--- config.mk ---
export PLATFORM = sky130hd
export DESIGN_NAME = id_ex_alu_ctrl_flat
export DESIGN_NICKNAME = d
export VERILOG_FILES = /design/src/rtl/id_ex_alu_ctrl_if.sv /design/src/rtl/id_ex_alu_ctrl.sv /design/src/flat_wrapper.sv
export SDC_FILE = /design/constraint.sdc
export NUM_CORES = 1
export LEC_CHECK = 0
export CELL_PAD_IN_SITES_DETAIL_PLACEMENT = 2
export CELL_PAD_IN_SITES_GLOBAL_PLACEMENT = 2
export CORE_ASPECT_RATIO = 0.5
export CORE_MARGIN = 5
export CORE_UTILIZATION = 22
export CTS_CLUSTER_SIZE = 28
export DETAILED_ROUTE_END_ITERATION = 12
export PLACE_DENSITY = 0.92
export SETUP_SLACK_MARGIN = 0.2
export SYNTH_ARGS = -nofsm -noshare
export SYNTH_HDL_FRONTEND = slang
export SYNTH_SLANG_ARGS = --single-unit
--- constraint.sdc ---
create_clock -name i_clock -period 2.6 [get_ports i_clock]
set_input_delay 0.52 -clock i_clock [delete_from_list [all_inputs] [get_ports i_clock]]
set_output_delay 0.52 -clock i_clock [all_outputs]
set_load 0.02 [all_outputs]
--- src/rtl/id_ex_alu_ctrl_if.sv ---
// -----------------------------------------------------------------------------
// id_ex_alu_ctrl_if
// Bundles the ID-side instruction/handshake signals and the EX-side operation
// outputs of the ID/EX ALU-control stage.
//   slave  : view taken by id_ex_alu_ctrl (consumes i_*, produces o_*)
//   master : view taken by the surrounding pipeline / testbench
// Signals:
//   i_valid, o_ready         upstream handshake
//   i_opcode, i_funct,
//   i_shamt, i_imm           instruction fields
//   i_rs_data, i_rt_data     register-file read values
//   i_ready, o_valid         downstream handshake
//   i_flush                  squash the stage
//   o_alu_opcode, o_data_a,
//   o_data_b, o_illegal      registered ALU operation
//   o_illegal_cnt            only when ALU_CTRL_ILLCNT_EN is defined
// -----------------------------------------------------------------------------
interface id_ex_alu_ctrl_if #(
  parameter int NB_DATA        = 32,
  parameter int N_BITS_CONTROL = 5,
  parameter int NB_CNT         = 16
);
  logic                      i_valid;
  logic                      o_ready;
  logic [5:0]                i_opcode;
  logic [5:0]                i_funct;
  logic [4:0]                i_shamt;
  logic [15:0]               i_imm;
  logic [NB_DATA-1:0]        i_rs_data;
  logic [NB_DATA-1:0]        i_rt_data;
  logic                      i_ready;
  logic                      i_flush;
  logic                      o_valid;
  logic [N_BITS_CONTROL-1:0] o_alu_opcode;
  logic [NB_DATA-1:0]        o_data_a;
  logic [NB_DATA-1:0]        o_data_b;
  logic                      o_illegal;
`ifdef ALU_CTRL_ILLCNT_EN
  logic [NB_CNT-1:0]         o_illegal_cnt;

  modport slave (
    input  i_valid, i_opcode, i_funct, i_shamt, i_imm, i_rs_data, i_rt_data,
           i_ready, i_flush,
    output o_ready, o_valid, o_alu_opcode, o_data_a, o_data_b, o_illegal,
           o_illegal_cnt
  );

  modport master (
    output i_valid, i_opcode, i_funct, i_shamt, i_imm, i_rs_data, i_rt_data,
           i_ready, i_flush,
    input  o_ready, o_valid, o_alu_opcode, o_data_a, o_data_b, o_illegal,
           o_illegal_cnt
  );
`else
  modport slave (
    input  i_valid, i_opcode, i_funct, i_shamt, i_imm, i_rs_data, i_rt_data,
           i_ready, i_flush,
    output o_ready, o_valid, o_alu_opcode, o_data_a, o_data_b, o_illegal
  );

  modport master (
    output i_valid, i_opcode, i_funct, i_shamt, i_imm, i_rs_data, i_rt_data,
           i_ready, i_flush,
    input  o_ready, o_valid, o_alu_opcode, o_data_a, o_data_b, o_illegal
  );
`endif
endinterface

--- src/rtl/id_ex_alu_ctrl.sv ---
// -----------------------------------------------------------------------------
// id_ex_alu_ctrl
// ID/EX pipeline stage that decodes a MIPS opcode/funct into the 5-bit ALU
// operation code and selects/extends the two ALU operands, registering them
// for the EX stage behind a valid/ready handshake with stall and flush.
//
// Ports:
//   i_clock  rising-edge clock
//   i_reset  synchronous, active-high reset
//   bus      id_ex_alu_ctrl_if.slave (handshake, instruction fields, operands,
//            registered ALU operation and illegal flag)
//
// Optional build macro ALU_CTRL_ILLCNT_EN: adds a saturating NB_CNT-bit count
// of illegal instructions loaded (bus.o_illegal_cnt), cleared only by reset.
// -----------------------------------------------------------------------------
module id_ex_alu_ctrl #(
  parameter int NB_DATA        = 32,
  parameter int N_BITS_CONTROL = 5,
  parameter int NB_CNT         = 16
) (
  input  logic                 i_clock,
  input  logic                 i_reset,
  id_ex_alu_ctrl_if.slave      bus
);

  // ALU operation codes
  localparam logic [N_BITS_CONTROL-1:0] ALU_AND     = N_BITS_CONTROL'(5'b00000);
  localparam logic [N_BITS_CONTROL-1:0] ALU_OR      = N_BITS_CONTROL'(5'b00001);
  localparam logic [N_BITS_CONTROL-1:0] ALU_ADD     = N_BITS_CONTROL'(5'b00010);
  localparam logic [N_BITS_CONTROL-1:0] ALU_ADDU    = N_BITS_CONTROL'(5'b00011);
  localparam logic [N_BITS_CONTROL-1:0] ALU_NOR     = N_BITS_CONTROL'(5'b00100);
  localparam logic [N_BITS_CONTROL-1:0] ALU_XOR     = N_BITS_CONTROL'(5'b00101);
  localparam logic [N_BITS_CONTROL-1:0] ALU_SLL     = N_BITS_CONTROL'(5'b00110);
  localparam logic [N_BITS_CONTROL-1:0] ALU_SUB     = N_BITS_CONTROL'(5'b00111);
  localparam logic [N_BITS_CONTROL-1:0] ALU_SUBU    = N_BITS_CONTROL'(5'b01000);
  localparam logic [N_BITS_CONTROL-1:0] ALU_SLT     = N_BITS_CONTROL'(5'b01001);
  localparam logic [N_BITS_CONTROL-1:0] ALU_SRL     = N_BITS_CONTROL'(5'b01010);
  localparam logic [N_BITS_CONTROL-1:0] ALU_SRA     = N_BITS_CONTROL'(5'b01011);
  localparam logic [N_BITS_CONTROL-1:0] ALU_LUI     = N_BITS_CONTROL'(5'b01100);
  localparam logic [N_BITS_CONTROL-1:0] ALU_LB      = N_BITS_CONTROL'(5'b01101);
  localparam logic [N_BITS_CONTROL-1:0] ALU_LH      = N_BITS_CONTROL'(5'b01110);
  localparam logic [N_BITS_CONTROL-1:0] ALU_LBU     = N_BITS_CONTROL'(5'b01111);
  localparam logic [N_BITS_CONTROL-1:0] ALU_LHU     = N_BITS_CONTROL'(5'b10000);
  localparam logic [N_BITS_CONTROL-1:0] ALU_SRAV    = N_BITS_CONTROL'(5'b10001);
  localparam logic [N_BITS_CONTROL-1:0] ALU_SLLV    = N_BITS_CONTROL'(5'b10010);
  localparam logic [N_BITS_CONTROL-1:0] ALU_SRLV    = N_BITS_CONTROL'(5'b10011);
  localparam logic [N_BITS_CONTROL-1:0] ALU_ILLEGAL = '1;

  // Primary opcodes
  localparam logic [5:0] OPC_RTYPE = 6'b000000;
  localparam logic [5:0] OPC_BEQ   = 6'b000100;
  localparam logic [5:0] OPC_BNE   = 6'b000101;
  localparam logic [5:0] OPC_ADDI  = 6'b001000;
  localparam logic [5:0] OPC_ADDIU = 6'b001001;
  localparam logic [5:0] OPC_SLTI  = 6'b001010;
  localparam logic [5:0] OPC_ANDI  = 6'b001100;
  localparam logic [5:0] OPC_ORI   = 6'b001101;
  localparam logic [5:0] OPC_XORI  = 6'b001110;
  localparam logic [5:0] OPC_LUI   = 6'b001111;
  localparam logic [5:0] OPC_LB    = 6'b100000;
  localparam logic [5:0] OPC_LH    = 6'b100001;
  localparam logic [5:0] OPC_LW    = 6'b100011;
  localparam logic [5:0] OPC_LBU   = 6'b100100;
  localparam logic [5:0] OPC_LHU   = 6'b100101;
  localparam logic [5:0] OPC_SB    = 6'b101000;
  localparam logic [5:0] OPC_SH    = 6'b101001;
  localparam logic [5:0] OPC_SW    = 6'b101011;

  // R-type funct codes
  localparam logic [5:0] FN_SLL  = 6'b000000;
  localparam logic [5:0] FN_SRL  = 6'b000010;
  localparam logic [5:0] FN_SRA  = 6'b000011;
  localparam logic [5:0] FN_SLLV = 6'b000100;
  localparam logic [5:0] FN_SRLV = 6'b000110;
  localparam logic [5:0] FN_SRAV = 6'b000111;
  localparam logic [5:0] FN_ADD  = 6'b100000;
  localparam logic [5:0] FN_ADDU = 6'b100001;
  localparam logic [5:0] FN_SUB  = 6'b100010;
  localparam logic [5:0] FN_SUBU = 6'b100011;
  localparam logic [5:0] FN_AND  = 6'b100100;
  localparam logic [5:0] FN_OR   = 6'b100101;
  localparam logic [5:0] FN_XOR  = 6'b100110;
  localparam logic [5:0] FN_NOR  = 6'b100111;
  localparam logic [5:0] FN_SLT  = 6'b101010;

  typedef enum logic [1:0] {
    A_RS,
    A_RT,
    A_ZERO
  } a_sel_e;

  typedef enum logic [2:0] {
    B_RT,
    B_SHAMT,
    B_SEXT,
    B_ZEXT,
    B_ZERO
  } b_sel_e;

  function automatic logic [NB_DATA-1:0] sext16(input logic [15:0] v);
    return {{(NB_DATA-16){v[15]}}, v};
  endfunction

  function automatic logic [NB_DATA-1:0] zext16(input logic [15:0] v);
    return {{(NB_DATA-16){1'b0}}, v};
  endfunction

  function automatic logic [NB_DATA-1:0] zext5(input logic [4:0] v);
    return {{(NB_DATA-5){1'b0}}, v};
  endfunction

  // Decode (combinational, ahead of the stage register)
  a_sel_e                    a_sel;
  b_sel_e                    b_sel;
  logic [N_BITS_CONTROL-1:0] dec_op;
  logic                      dec_illegal;
  logic [NB_DATA-1:0]        dec_a;
  logic [NB_DATA-1:0]        dec_b;

  always_comb begin
    dec_op      = ALU_ILLEGAL;
    a_sel       = A_RS;
    b_sel       = B_SEXT;
    dec_illegal = 1'b0;
    if (bus.i_opcode == OPC_RTYPE) begin
      b_sel = B_RT;
      case (bus.i_funct)
        FN_ADD:  dec_op = ALU_ADD;
        FN_ADDU: dec_op = ALU_ADDU;
        FN_SUB:  dec_op = ALU_SUB;
        FN_SUBU: dec_op = ALU_SUBU;
        FN_AND:  dec_op = ALU_AND;
        FN_OR:   dec_op = ALU_OR;
        FN_XOR:  dec_op = ALU_XOR;
        FN_NOR:  dec_op = ALU_NOR;
        FN_SLT:  dec_op = ALU_SLT;
        FN_SLLV: dec_op = ALU_SLLV;
        FN_SRLV: dec_op = ALU_SRLV;
        FN_SRAV: dec_op = ALU_SRAV;
        // Constant shifts: value to shift is rt, amount comes from shamt
        FN_SLL: begin dec_op = ALU_SLL; a_sel = A_RT; b_sel = B_SHAMT; end
        FN_SRL: begin dec_op = ALU_SRL; a_sel = A_RT; b_sel = B_SHAMT; end
        FN_SRA: begin dec_op = ALU_SRA; a_sel = A_RT; b_sel = B_SHAMT; end
        default: dec_illegal = 1'b1;
      endcase
    end else begin
      case (bus.i_opcode)
        OPC_ADDI:  dec_op = ALU_ADD;
        OPC_ADDIU: dec_op = ALU_ADDU;
        OPC_SLTI:  dec_op = ALU_SLT;
        // Logical immediates are zero-extended
        OPC_ANDI: begin dec_op = ALU_AND; b_sel = B_ZEXT; end
        OPC_ORI:  begin dec_op = ALU_OR;  b_sel = B_ZEXT; end
        OPC_XORI: begin dec_op = ALU_XOR; b_sel = B_ZEXT; end
        OPC_LUI:  begin dec_op = ALU_LUI; a_sel = A_ZERO; b_sel = B_ZEXT; end
        // Branches compare the two registers via subtraction
        OPC_BEQ:  begin dec_op = ALU_SUB;  b_sel = B_RT; end
        OPC_BNE:  begin dec_op = ALU_SUBU; b_sel = B_RT; end
        OPC_LB:   dec_op = ALU_LB;
        OPC_LH:   dec_op = ALU_LH;
        OPC_LBU:  dec_op = ALU_LBU;
        OPC_LHU:  dec_op = ALU_LHU;
        // Word load and all stores just need the address sum
        OPC_LW, OPC_SB, OPC_SH, OPC_SW: dec_op = ALU_ADD;
        default:  dec_illegal = 1'b1;
      endcase
    end
    if (dec_illegal) begin
      dec_op = ALU_ILLEGAL;
      a_sel  = A_ZERO;
      b_sel  = B_ZERO;
    end
  end

  always_comb begin
    case (a_sel)
      A_RS:    dec_a = bus.i_rs_data;
      A_RT:    dec_a = bus.i_rt_data;
      default: dec_a = '0;
    endcase
    case (b_sel)
      B_RT:    dec_b = bus.i_rt_data;
      B_SHAMT: dec_b = zext5(bus.i_shamt);
      B_SEXT:  dec_b = sext16(bus.i_imm);
      B_ZEXT:  dec_b = zext16(bus.i_imm);
      default: dec_b = '0;
    endcase
  end

  // ID/EX stage register
  logic                      valid_q,     valid_d;
  logic [N_BITS_CONTROL-1:0] alu_op_q,    alu_op_d;
  logic [NB_DATA-1:0]        data_a_q,    data_a_d;
  logic [NB_DATA-1:0]        data_b_q,    data_b_d;
  logic                      illegal_q,   illegal_d;
  logic                      ready;
  logic                      load;

  assign ready = !valid_q | bus.i_ready;
  assign load  = bus.i_valid & ready & !bus.i_flush;

  // Flush beats load and hold; a flushed slot keeps stale data, only the
  // control bits are cleared.
  always_comb begin
    valid_d   = valid_q;
    alu_op_d  = alu_op_q;
    data_a_d  = data_a_q;
    data_b_d  = data_b_q;
    illegal_d = illegal_q;
    if (bus.i_flush) begin
      valid_d   = 1'b0;
      illegal_d = 1'b0;
    end else if (load) begin
      valid_d   = 1'b1;
      alu_op_d  = dec_op;
      data_a_d  = dec_a;
      data_b_d  = dec_b;
      illegal_d = dec_illegal;
    end else if (valid_q & bus.i_ready) begin
      valid_d = 1'b0;
    end
  end

  always_ff @(posedge i_clock) begin
    if (i_reset) begin
      valid_q   <= 1'b0;
      alu_op_q  <= ALU_ILLEGAL;
      data_a_q  <= '0;
      data_b_q  <= '0;
      illegal_q <= 1'b0;
    end else begin
      valid_q   <= valid_d;
      alu_op_q  <= alu_op_d;
      data_a_q  <= data_a_d;
      data_b_q  <= data_b_d;
      illegal_q <= illegal_d;
    end
  end

  assign bus.o_ready      = ready;
  assign bus.o_valid      = valid_q;
  assign bus.o_alu_opcode = alu_op_q;
  assign bus.o_data_a     = data_a_q;
  assign bus.o_data_b     = data_b_q;
  assign bus.o_illegal    = illegal_q;

`ifdef ALU_CTRL_ILLCNT_EN
  function automatic logic [NB_CNT-1:0] sat_inc(input logic [NB_CNT-1:0] v);
    return (&v) ? v : v + NB_CNT'(1);
  endfunction

  // Illegal-instruction counter; survives flush, cleared only by reset
  logic [NB_CNT-1:0] ill_cnt_q, ill_cnt_d;

  always_comb begin
    ill_cnt_d = ill_cnt_q;
    if (load & dec_illegal) begin
      ill_cnt_d = sat_inc(ill_cnt_q);
    end
  end

  always_ff @(posedge i_clock) begin
    if (i_reset) begin
      ill_cnt_q <= '0;
    end else begin
      ill_cnt_q <= ill_cnt_d;
    end
  end

  assign bus.o_illegal_cnt = ill_cnt_q;
`endif

endmodule

--- src/flat_wrapper.sv ---
// flat-port wrapper written by rule: the top's interface ports become plain ports
module id_ex_alu_ctrl_flat 
#(
  parameter int NB_DATA        = 32,
  parameter int N_BITS_CONTROL = 5,
  parameter int NB_CNT         = 16
)
  (i_clock, i_reset, bus_i_valid, bus_i_opcode, bus_i_funct, bus_i_shamt, bus_i_imm, bus_i_rs_data, bus_i_rt_data, bus_i_ready, bus_i_flush, bus_o_ready, bus_o_valid, bus_o_alu_opcode, bus_o_data_a, bus_o_data_b, bus_o_illegal);
  id_ex_alu_ctrl_if #(.NB_DATA(NB_DATA), .N_BITS_CONTROL(N_BITS_CONTROL), .NB_CNT(NB_CNT)) bus_i ();
  input  logic i_clock;
  input  logic i_reset;
  input wire logic [$bits(bus_i.i_valid)-1:0] bus_i_valid;
  input wire logic [$bits(bus_i.i_opcode)-1:0] bus_i_opcode;
  input wire logic [$bits(bus_i.i_funct)-1:0] bus_i_funct;
  input wire logic [$bits(bus_i.i_shamt)-1:0] bus_i_shamt;
  input wire logic [$bits(bus_i.i_imm)-1:0] bus_i_imm;
  input wire logic [$bits(bus_i.i_rs_data)-1:0] bus_i_rs_data;
  input wire logic [$bits(bus_i.i_rt_data)-1:0] bus_i_rt_data;
  input wire logic [$bits(bus_i.i_ready)-1:0] bus_i_ready;
  input wire logic [$bits(bus_i.i_flush)-1:0] bus_i_flush;
  output wire logic [$bits(bus_i.o_ready)-1:0] bus_o_ready;
  output wire logic [$bits(bus_i.o_valid)-1:0] bus_o_valid;
  output wire logic [$bits(bus_i.o_alu_opcode)-1:0] bus_o_alu_opcode;
  output wire logic [$bits(bus_i.o_data_a)-1:0] bus_o_data_a;
  output wire logic [$bits(bus_i.o_data_b)-1:0] bus_o_data_b;
  output wire logic [$bits(bus_i.o_illegal)-1:0] bus_o_illegal;
  assign bus_i.i_valid = bus_i_valid;
  assign bus_i.i_opcode = bus_i_opcode;
  assign bus_i.i_funct = bus_i_funct;
  assign bus_i.i_shamt = bus_i_shamt;
  assign bus_i.i_imm = bus_i_imm;
  assign bus_i.i_rs_data = bus_i_rs_data;
  assign bus_i.i_rt_data = bus_i_rt_data;
  assign bus_i.i_ready = bus_i_ready;
  assign bus_i.i_flush = bus_i_flush;
  assign bus_o_ready = bus_i.o_ready;
  assign bus_o_valid = bus_i.o_valid;
  assign bus_o_alu_opcode = bus_i.o_alu_opcode;
  assign bus_o_data_a = bus_i.o_data_a;
  assign bus_o_data_b = bus_i.o_data_b;
  assign bus_o_illegal = bus_i.o_illegal;
  id_ex_alu_ctrl #(.NB_DATA(NB_DATA), .N_BITS_CONTROL(N_BITS_CONTROL), .NB_CNT(NB_CNT)) u_core (.i_clock(i_clock), .i_reset(i_reset), .bus(bus_i));
endmodule
==> impl_metrics.py, run 1 <==
metrics = {
    "setup_path": {
        "worstPathMaxFanout": 11,
        "timing.critical_path.mode_cell": "sky130_fd_sc_hd__buf_4",
        "path_cells": "clkdlybuf4s50_1, nor2_2, nand2_1, buf_4, nor2_4, buf_12, buf_4, a32oi_1, o21ai_1",
        "slowest_stage": "sky130_fd_sc_hd__clkdlybuf4s50_1",
        "start_kind": "input pin",
        "critPathBufInv": 4,
        "worstSetupEndpointType": "flop",
        "cp_data_arrival_time_ns": 2.59,
        "critical_path.max_stage_delay_ns": 0.60,
        "worstSetupPathType": "in2reg",
        "reg2reg_from": "u_core.bus.o_valid$_SDFFE_PP0P_",
        "required_ns": 2.83,
        "setup.worst_path.start": "bus_i_opcode[4]",
        "path_delay_family": "buffers and inverters",
    },
    "floorplan": {
        "num_io_pins": 174,
        "die-height_um": 99.5,
        "initial_core_util_pct": 22.6,
        "overall_die_area_sq_um": 18800,
        "fp-row-count": 32,
        "design.core.area_sq_um": 15600,
        "die_w_um": 189,
    },
    "run": {
        "max_cap_violation_count": 0,
    },
    "logic_synthesis": {
        "synth.yosys.seq_area_share_pct": 40.3,
        "yosysUniqueCellTypes": 53,
        "ys_async_sr_fraction_pct": 0,
        "synthesis.instances": 424,
        "yosys_warnings": 0,
        "postSynthNetCount": 526,
        "total_standard_cell_area_after_synthesis_sq_um": 3520,
        "post_synth_edffs": 0,
        "synthesis.area_per_instance_sq_um": 8.31,
        "seq_cells_post_synth": 71,
        "dominantRegCellSynth": "sky130_fd_sc_hd__dfxtp_1",
    },
    "sta": {
        "hold_slack_ns": 0.449,
        "layout_worst_path_cycle_share_pct": 90.6,
        "clock_skew_ns": 0.00886,
        "layout_min_cycle_time_ns": 2.36,
        "timing.final.ws_setup_ns": 0.244,
        "grt_setup_unrepaired": "yes",
        "drv_slew": 0,
        "report.final.hold_viol_count": 0,
        "slew-limit-headroom_pct": 55.4,
        "clock.fmax_mhz": 425,
        "worstMarginPinSlew_ns": 0.667,
        "setup_viol": 0,
    },
    "min_path": {
        "beginning_of_the_worst_hold_path": "u_core.bus.o_data_a[11]$_SDFFE_PP0P_",
        "timing.hold.worst.class": "reg2reg",
    },
    "clock_network": {
        "clk_path_buf_depth": 2,
        "clkSlewWorstSetupHoldPaths_ns": 0.06,
        "clock-root-buffer": "sky130_fd_sc_hd__clkbuf_16",
        "tritoncts_clock_tree": "done",
        "cts-buffers-inserted": 9,
        "post-cts-setup-buffer-count": 0,
        "clkSinkCount": 71,
        "clk_latency_ns": 0.33,
        "htree_levels": 3,
    },
    "finish": {
        "design.final.nets": 707,
        "multi_input_area_sq_um": 1910,
        "layout.cells.most_common_list": "172 x sky130_fd_sc_hd__clkdlybuf4s50_1, 75 x sky130_fd_sc_hd__nand2_1, 71 x sky130_fd_sc_hd__dfxtp_1",
        "drive_gt1_share_pct": 11.6,
        "fillCellCount": 1685,
        "areaGrowthSynthToFinish_pct": 70.1,
        "sequential_cell_area_sq_um": 1420,
        "layout.cells.most_common": "sky130_fd_sc_hd__clkdlybuf4s50_1",
    },
    "status": {
        "outcome": "finished clean",
    },
    "pwr": {
        "power_mw": 2.94,
        "clkPwrFrac_pct": 45.9,
        "seq_power_share_pct": 37.5,
        "power_per_cell_area_nw_per_um2": 491,
        "netSwitchingPower_mw": 0.754,
        "p_int_mw": 2.19,
        "power.switching_fraction_pct": 25.6,
        "power_frac_comb_pct": 16.7,
        "total_leakage_power_nw": 1.96,
        "worst_ir_drop_vdd_v": 0.000215,
    },
    "grt": {
        "grt_max_degree": 40,
        "grt_first_pass_wirelength_um": 29900,
        "grt_overflow": 0,
        "grt_antenna_before_repair": 1,
        "vias_in_the_first_global_route": 4886,
        "groute.usage.overall_pct": 20.4,
    },
    "detailed_routing": {
        "via_per_inst": 5.21,
        "drtIter0Drc": 191,
        "postRouteWirelength_um": 19700,
        "detail-route-antenna-nets": 0,
        "drt_first_pass_iters": 5,
        "remaining_drc_errors": 0,
        "routed-via-count": 4247,
        "wire_per_inst_um": 24.2,
    },
    "placed_design": {
        "final_weighted_congestion_in_routability_driven_placement": 0.771,
        "port_buffers": 173,
        "post_placement_worst_setup_slack_ns": -0.0532,
        "place_hpwl_um": 13900,
    },
}
==> through the flow <==
stage	instances	TNS (ns)	util, %	cell area [sq um]
6_report	815	0	38.5	5990
4_1_cts	814	0	38.4	5980
3_5_place_dp	798	-0.197	36.3	5650
3_3_place_gp	798	0	36.3	5650
5_1_grt	815	0	38.5	5990
2_1_floorplan	424	0	-	3520
==> worst min-delay path, cell delays in order, from the launching register on <==
cell and delay, ns:
sky130_fd_sc_hd__dfxtp_1 0.31, sky130_fd_sc_hd__nand2_1 0.05, sky130_fd_sc_hd__o21ai_1 0.05
==> routing by layer <==
| metal | vias up | GRT usage (%) | routed length [um] |
|---|---|---|---|
| met5 | - | 0 | 0 |
| met4 | 0 | 9.51 | 927 |
| met3 | 58 | 4.07 | 667 |
| met2 | 136 | 39.1 | 10600 |
| met1 | 2113 | 21.8 | 7540 |
| li1 | 1940 | - | - |
==> kinds of logic (layout without fill, tap and decap cells) <==
family	after synthesis	in the layout	synth area share, %
flops	71	71	40.3
buf+inv	42	228	6.25
mux	1	1	0.319
other cells	0	1	0
compound gates	171	171	33.3
simple gates	138	138	19.5
xor+xnor	1	1	0.249
==> registers in the layout, summed over array words and instances (netlist names) <==
register                 cells
u_core.bus.o_data_a         32
u_core.bus.o_illegal         1
u_core.bus.o_valid           1
u_core.bus.o_alu_opcode      5
u_core.bus.o_data_b         32
==> path summary, 6_finish.rpt <==
check / to / slack [ns] / cells after the start
max reg2reg: u_core.bus.o_data_a[0]$_SDFFE_PP0P_ / 0.62 / 5
min: u_core.bus.o_data_a[11]$_SDFFE_PP0P_ / 0.45 / 2
max: u_core.bus.o_data_a[0]$_SDFFE_PP0P_ / 0.24 / 9
min reg2reg: u_core.bus.o_data_a[11]$_SDFFE_PP0P_ / 0.45 / 2
==> cells in the mapped netlist (2+ instances only) <==
| cell type | number | area (sq um) |
|---|---|---|
| sky130_fd_sc_hd__nand2_1 | 75 | 282 |
| sky130_fd_sc_hd__dfxtp_1 | 71 | 1420 |
| sky130_fd_sc_hd__o21ai_1 | 60 | 300 |
| sky130_fd_sc_hd__a32oi_1 | 32 | 280 |
| sky130_fd_sc_hd__a21oi_1 | 26 | 130 |
| sky130_fd_sc_hd__clkbuf_1 | 17 | 63.8 |
| sky130_fd_sc_hd__a22oi_1 | 13 | 97.6 |
| sky130_fd_sc_hd__buf_2 | 13 | 65.1 |
| sky130_fd_sc_hd__nor2_1 | 11 | 41.3 |
| sky130_fd_sc_hd__nand2b_1 | 10 | 62.6 |
| sky130_fd_sc_hd__o21ai_0 | 8 | 40.0 |
| sky130_fd_sc_hd__nor2b_1 | 7 | 43.8 |
| sky130_fd_sc_hd__a221oi_2 | 5 | 75.1 |
| sky130_fd_sc_hd__a222oi_1 | 5 | 50.1 |
| sky130_fd_sc_hd__inv_1 | 5 | 18.8 |
| sky130_fd_sc_hd__nand3_1 | 5 | 25.0 |
| sky130_fd_sc_hd__nor3_1 | 5 | 25.0 |
| sky130_fd_sc_hd__buf_6 | 4 | 45.0 |
| sky130_fd_sc_hd__o211ai_1 | 4 | 30.0 |
| sky130_fd_sc_hd__a31oi_1 | 3 | 18.8 |
| sky130_fd_sc_hd__and2_1 | 3 | 18.8 |
| sky130_fd_sc_hd__nor3b_1 | 3 | 22.5 |
| sky130_fd_sc_hd__o22a_1 | 3 | 26.3 |
| sky130_fd_sc_hd__a21oi_4 | 2 | 32.5 |
| sky130_fd_sc_hd__and3_1 | 2 | 12.5 |
| sky130_fd_sc_hd__buf_4 | 2 | 15.0 |
| sky130_fd_sc_hd__nand2_2 | 2 | 12.5 |
| sky130_fd_sc_hd__nand3b_1 | 2 | 15.0 |
| sky130_fd_sc_hd__or3_1 | 2 | 12.5 |
==> power by group through the flow <==
stage	Combinational (mW)	Clock (mW)	Sequential, mW
final	0.491	1.35	1.10
after global routing	0.517	1.43	1.10
after CTS	0.487	1.38	1.10
after detailed placement	0.472	0	1.13
after global placement	0.453	0	1.13
after floorplan	0.175	0	1.14
==> area by class of cell <==
type                    instances  share of cell area (%)
repair buffers                207                    34.4
multi-input cells             311                    31.9
flip-flops and latches         71                    23.7
well taps                     204                    4.26
clock buffers                  10                    3.82
clock inverters                 6                    1.57
inverters                       5                   0.313
diodes                          1                  0.0417
==> timing repair <==
action / CTS / global route
resized for setup: 1 / 5
setup endpoints to repair: 2 / 19
hold buffers: 0 / 0
(Power assumes the default switching activity.)
==> inputs of run 2 (changes only) <==
--- a/config.mk
+++ b/config.mk
@@ -5,14 +5,12 @@
 export SDC_FILE = /design/constraint.sdc
 export NUM_CORES = 1
 export LEC_CHECK = 0
-export CELL_PAD_IN_SITES_DETAIL_PLACEMENT = 2
-export CELL_PAD_IN_SITES_GLOBAL_PLACEMENT = 2
 export CORE_ASPECT_RATIO = 0.5
 export CORE_MARGIN = 5
-export CORE_UTILIZATION = 22
+export CORE_UTILIZATION = 35
 export CTS_CLUSTER_SIZE = 28
 export DETAILED_ROUTE_END_ITERATION = 12
-export PLACE_DENSITY = 0.92
+export PLACE_DENSITY = 0.82
 export SETUP_SLACK_MARGIN = 0.2
 export SYNTH_ARGS = -nofsm -noshare
 export SYNTH_HDL_FRONTEND = slang
==> impl_metrics.py, run 2 (synthesis gave the netlist of run 1 again) <==
metrics = {
    "setup_path": {
        "path_delay_family": "buffers and inverters",
        "start_kind": "input pin",
        "slowest_stage": "sky130_fd_sc_hd__clkdlybuf4s50_1",
        "worstSetupPathType": "in2out",
        "timing.critical_path.mode_cell": "sky130_fd_sc_hd__clkdlybuf4s50_1",
        "reg2reg_from": "u_core.bus.o_valid$_SDFFE_PP0P_",
        "required_ns": 2.08,
        "critPathBufInv": 2,
        "path_cells": "clkdlybuf4s50_1, nand2b_1, clkdlybuf4s50_1",
        "critical_path.max_stage_delay_ns": 0.64,
        "worstSetupEndpointType": "output port",
        "setup.worst_path.start": "bus_i_ready",
        "cp_data_arrival_time_ns": 1.80,
        "worstPathMaxFanout": 5,
    },
    "sta": {
        "clock_skew_ns": 0.00576,
        "setup_viol": 0,
        "finalSetupTns_ns": 0,
        "grt_setup_unrepaired": "no",
        "report.final.hold_viol_count": 0,
        "layout_worst_path_cycle_share_pct": 89.1,
        "clock.fmax_mhz": 432,
        "slew-limit-headroom_pct": 74.0,
        "drv_slew": 0,
        "timing.final.ws_setup_ns": 0.283,
        "worstMarginPinSlew_ns": 0.389,
        "layout_min_cycle_time_ns": 2.32,
    },
    "run": {
        "max_cap_violation_count": 0,
    },
    "finish": {
        "layout.cells.most_common_list": "173 x sky130_fd_sc_hd__clkdlybuf4s50_1, 75 x sky130_fd_sc_hd__nand2_1, 71 x sky130_fd_sc_hd__dfxtp_1",
        "fillCellCount": 809,
        "layout.core_utilization_pct": 61.3,
        "insertedDiodeCount": 0,
        "layout.cells.most_common": "sky130_fd_sc_hd__clkdlybuf4s50_1",
        "design.final.nets": 709,
        "areaGrowthSynthToFinish_pct": 67.6,
        "drive_gt1_share_pct": 11.8,
        "post_layout_nonfiller_instances": 747,
    },
    "placed_design": {
        "port_buffers": 173,
        "post-place-cells": 731,
        "post_placement_worst_setup_slack_ns": 0.00766,
        "place_hpwl_um": 9980,
        "final_weighted_congestion_in_routability_driven_placement": 0.890,
    },
    "grt": {
        "vias_in_the_first_global_route": 3988,
        "grt_antenna_before_repair": 0,
        "grt_max_degree": 60,
        "grt_first_pass_wirelength_um": 20700,
        "grt_overflow": 0,
        "groute.usage.overall_pct": 20.9,
    },
    "min_path": {
        "timing.hold.worst.class": "reg2reg",
        "beginning_of_the_worst_hold_path": "u_core.bus.o_data_a[26]$_SDFFE_PP0P_",
    },
    "floorplan": {
        "die_w_um": 152,
        "fp-row-count": 25,
        "num_io_pins": 174,
        "design.core.area_sq_um": 9630,
        "initial_core_util_pct": 36.6,
        "overall_die_area_sq_um": 12300,
        "die-height_um": 81.0,
    },
    "clock_network": {
        "hold_buffers": 0,
        "tritoncts_clock_tree": "done",
        "post-cts-setup-buffer-count": 0,
        "clock-root-buffer": "sky130_fd_sc_hd__clkbuf_16",
        "post_cts.resized_instances": 0,
        "htree_levels": 3,
        "cts-buffers-inserted": 9,
        "clk_latency_ns": 0.34,
        "clk_path_buf_depth": 2,
        "clkSlewWorstSetupHoldPaths_ns": 0.06,
        "clkSinkCount": 71,
    },
    "detailed_routing": {
        "via_per_inst": 5.40,
        "postRouteWirelength_um": 13100,
        "remaining_drc_errors": 0,
        "routed-via-count": 4034,
        "drtIter0Drc": 388,
        "wire_per_inst_um": 17.5,
        "detail-route-antenna-nets": 0,
        "drt_first_pass_iters": 5,
    },
    "pwr": {
        "power_mw": 2.89,
        "total_leakage_power_nw": 1.97,
        "worst_ir_drop_vdd_v": 0.000327,
        "power_per_cell_area_nw_per_um2": 489,
    },
    "status": {
        "outcome": "finished clean",
    },
}
==> run 2: area by class of cell <==
cell class / count / area (sq um) / area share, %
clock inverters: 6 / 83.8 / 1.42
multi-input cells: 311 / 1900 / 32.1
well taps: 135 / 169 / 2.86
flip-flops and latches: 71 / 1420 / 24.1
inverters: 5 / 18.8 / 0.318
clock buffers: 10 / 239 / 4.05
repair buffers: 209 / 2080 / 35.2
==> run 2: final timing paths <==
kind / endpoint / slack [ns] / cells past startpoint
hold reg to reg: u_core.bus.o_data_a[26]$_SDFFE_PP0P_ / 0.44 / 2
setup reg to reg: u_core.bus.o_data_b[4]$_SDFFE_PP0P_ / 0.99 / 5
setup / recovery: bus_o_ready / 0.28 / 3
hold / removal: u_core.bus.o_data_a[26]$_SDFFE_PP0P_ / 0.44 / 2
==> run 2: worst register-to-register path: stages (launching register included) <==
cell,delay [ns]
sky130_fd_sc_hd__dfxtp_1,0.31
sky130_fd_sc_hd__nand2b_1,0.16
sky130_fd_sc_hd__nand3b_1,0.24
sky130_fd_sc_hd__buf_4,0.25
sky130_fd_sc_hd__a222oi_1,0.43
sky130_fd_sc_hd__a221oi_2,0.09
==> run 2: power breakdown <==
group          leakage (nW)  switching [mW]  internal (mW)
Clock                 0.162           0.473          0.862
Sequential            0.573         0.00512           1.10
Combinational          1.23           0.207          0.247
Total                  1.97           0.685           2.21
==> run 2: metrics by stage <==
| step | hold WS, ns | area (sq um) |
|---|---|---|
| floorplan | 0.525 | 3520 |
| global placement | 0.433 | 5580 |
| detailed placement | 0.440 | 5580 |
| CTS | 0.448 | 5900 |
| global route | 0.466 | 5910 |
| finish | 0.445 | 5910 |
==> run 2: metal layers <==
| metal | track usage (%) | vias up | routed length, um | share of wire, % |
|---|---|---|---|---|
| met2 | 39.5 | 126 | 6890 | 53 |
| met1 | 23.6 | 1927 | 5280 | 40 |
| met4 | 8.70 | 0 | 387 | 3.0 |
| met3 | 4.04 | 32 | 545 | 4.2 |
| li1 | - | 1949 | - | - |
| met5 | 0 | - | 0 | 0 |
==> inputs of run 3 (changes only) <==
--- a/config.mk
+++ b/config.mk
@@ -5,8 +5,6 @@
 export SDC_FILE = /design/constraint.sdc
 export NUM_CORES = 1
 export LEC_CHECK = 0
-export CORE_ASPECT_RATIO = 0.5
-export CORE_MARGIN = 5
 export CORE_UTILIZATION = 35
 export CTS_CLUSTER_SIZE = 28
 export DETAILED_ROUTE_END_ITERATION = 12
==> impl_metrics.py, run 3 (synthesis gave the netlist of run 1 again) <==
metrics = {
    "pwr": {
        "total_leakage_power_nw": 1.93,
        "power_mw": 2.66,
        "power_per_cell_area_nw_per_um2": 455,
        "worst_ir_drop_vdd_v": 0.000260,
    },
    "sta": {
        "timing.final.ws_setup_ns": 0.311,
        "report.final.hold_viol_count": 0,
        "layout_worst_path_cycle_share_pct": 88.1,
        "worstMarginPinSlew_ns": 0.617,
        "layout_min_cycle_time_ns": 2.29,
        "clock_skew_ns": 0.00862,
        "clock.fmax_mhz": 437,
        "drv_slew": 0,
        "setup_viol": 0,
        "finalSetupTns_ns": 0,
        "slew-limit-headroom_pct": 58.8,
        "grt_setup_unrepaired": "no",
    },
    "setup_path": {
        "worstSetupPathType": "in2out",
        "critical_path.max_stage_delay_ns": 0.63,
        "timing.critical_path.mode_cell": "sky130_fd_sc_hd__clkdlybuf4s50_1",
        "path_delay_family": "buffers and inverters",
        "worstPathMaxFanout": 5,
        "cp_data_arrival_time_ns": 1.77,
        "required_ns": 2.08,
        "critPathBufInv": 2,
        "start_kind": "input pin",
        "worstSetupEndpointType": "output port",
        "slowest_stage": "sky130_fd_sc_hd__clkdlybuf4s50_1",
        "path_cells": "clkdlybuf4s50_1, nand2b_1, clkdlybuf4s50_1",
    },
    "grt": {
        "groute.usage.overall_pct": 23.7,
        "grt_overflow": 0,
        "grt_antenna_before_repair": 0,
        "vias_in_the_first_global_route": 3973,
        "grt_first_pass_wirelength_um": 19100,
        "grt_max_degree": 38,
    },
    "detailed_routing": {
        "drt_first_pass_iters": 5,
        "routed-via-count": 4019,
        "postRouteWirelength_um": 12500,
        "detail-route-antenna-nets": 0,
        "drtIter0Drc": 167,
        "wire_per_inst_um": 16.8,
        "remaining_drc_errors": 0,
        "via_per_inst": 5.40,
    },
    "finish": {
        "post_layout_nonfiller_instances": 744,
        "layout.core_utilization_pct": 59.7,
        "layout.cells.most_common": "sky130_fd_sc_hd__clkdlybuf4s50_1",
        "drive_gt1_share_pct": 11.8,
        "insertedDiodeCount": 0,
        "fillCellCount": 860,
        "layout.cells.most_common_list": "172 x sky130_fd_sc_hd__clkdlybuf4s50_1, 75 x sky130_fd_sc_hd__nand2_1, 71 x sky130_fd_sc_hd__dfxtp_1",
        "areaGrowthSynthToFinish_pct": 65.5,
        "design.final.nets": 708,
    },
    "clock_network": {
        "clk_latency_ns": 0.34,
        "tritoncts_clock_tree": "done",
        "clock-root-buffer": "sky130_fd_sc_hd__clkbuf_8",
        "clk_path_buf_depth": 2,
        "clkSlewWorstSetupHoldPaths_ns": 0.08,
        "htree_levels": 3,
        "clkSinkCount": 71,
        "cts-buffers-inserted": 9,
        "hold_buffers": 0,
    },
    "floorplan": {
        "initial_core_util_pct": 36.1,
        "die-height_um": 102,
        "die_w_um": 102,
        "fp-row-count": 36,
        "overall_die_area_sq_um": 10500,
        "design.core.area_sq_um": 9770,
        "num_io_pins": 174,
    },
    "placed_design": {
        "final_weighted_congestion_in_routability_driven_placement": 0.826,
        "post_placement_worst_setup_slack_ns": -0.264,
        "place_hpwl_um": 9160,
        "port_buffers": 173,
        "post-place-cells": 726,
    },
    "status": {
        "outcome": "finished clean",
    },
    "run": {
        "max_cap_violation_count": 0,
    },
    "min_path": {
        "timing.hold.worst.class": "reg2reg",
    },
}
[run 3: changes by cell type in the layout (fill, tap and decap cells not counted), moves of 2 or more]
cell                        previous run  this run
sky130_fd_sc_hd__clkbuf_8              1        10
sky130_fd_sc_hd__clkbuf_16             9         0
sky130_fd_sc_hd__clkinv_2              3         0
sky130_fd_sc_hd__buf_4                30        28
[run 3: worst reg2reg max path: stages (launching register included)]
cell                       delay [ns]
sky130_fd_sc_hd__dfxtp_1         0.32
sky130_fd_sc_hd__nand2b_1        0.15
sky130_fd_sc_hd__nor3b_1         0.55
sky130_fd_sc_hd__nor2_4          0.24
sky130_fd_sc_hd__buf_12          0.26
sky130_fd_sc_hd__nand2_1         0.10
sky130_fd_sc_hd__o21ai_1         0.07
[run 3: metrics by stage]
step,hold WS [ns],cell area (sq um)
after floorplan,0.525,3520
after global placement,0.433,5540
after detailed placement,0.440,5540
after CTS,0.451,5810
after global routing,0.462,5830
final,0.447,5830
[run 3: final cells by class]
cell class	count	area [sq um]	share of cell area [%]
inverters	5	18.8	0.322
clock inverters	6	115	1.97
flip-flops and latches	71	1420	24.4
well taps	133	166	2.85
multi-input cells	312	1910	32.7
repair buffers	207	2060	35.4
clock buffers	10	138	2.36
[run 3: path summary, 6_finish.rpt]
check                                      startpoint                              endpoint  slack [ns]  depth (start not counted)
setup / recovery                          bus_i_ready                           bus_o_ready        0.31                          3
hold / removal    u_core.bus.o_data_a[5]$_SDFFE_PP0P_   u_core.bus.o_data_a[5]$_SDFFE_PP0P_        0.45                          2
setup reg to reg      u_core.bus.o_valid$_SDFFE_PP0P_  u_core.bus.o_data_a[24]$_SDFFE_PP0P_        0.79                          6
hold reg to reg   u_core.bus.o_data_a[5]$_SDFFE_PP0P_   u_core.bus.o_data_a[5]$_SDFFE_PP0P_        0.45                          2
[run 3: repair_timing]
action	CTS	global route
setup buffers	0	1
setup endpoints to repair	32	23
gates resized for setup	1	2
gates cloned	1	0
pin swaps	1	1
[run 3: metal layers]
| layer | global-route usage, % | share of wire [%] |
|---|---|---|
| met5 | 0 | 0 |
| met4 | 9.56 | 1.8 |
| met3 | 4.04 | 6.0 |
| met2 | 42.1 | 50 |
| met1 | 28.2 | 42 |
[run 3: power by group]
group	total [mW]	switching (mW)	internal, mW
Combinational	0.459	0.210	0.249
Clock	1.10	0.428	0.669
Sequential	1.10	0.00526	1.10
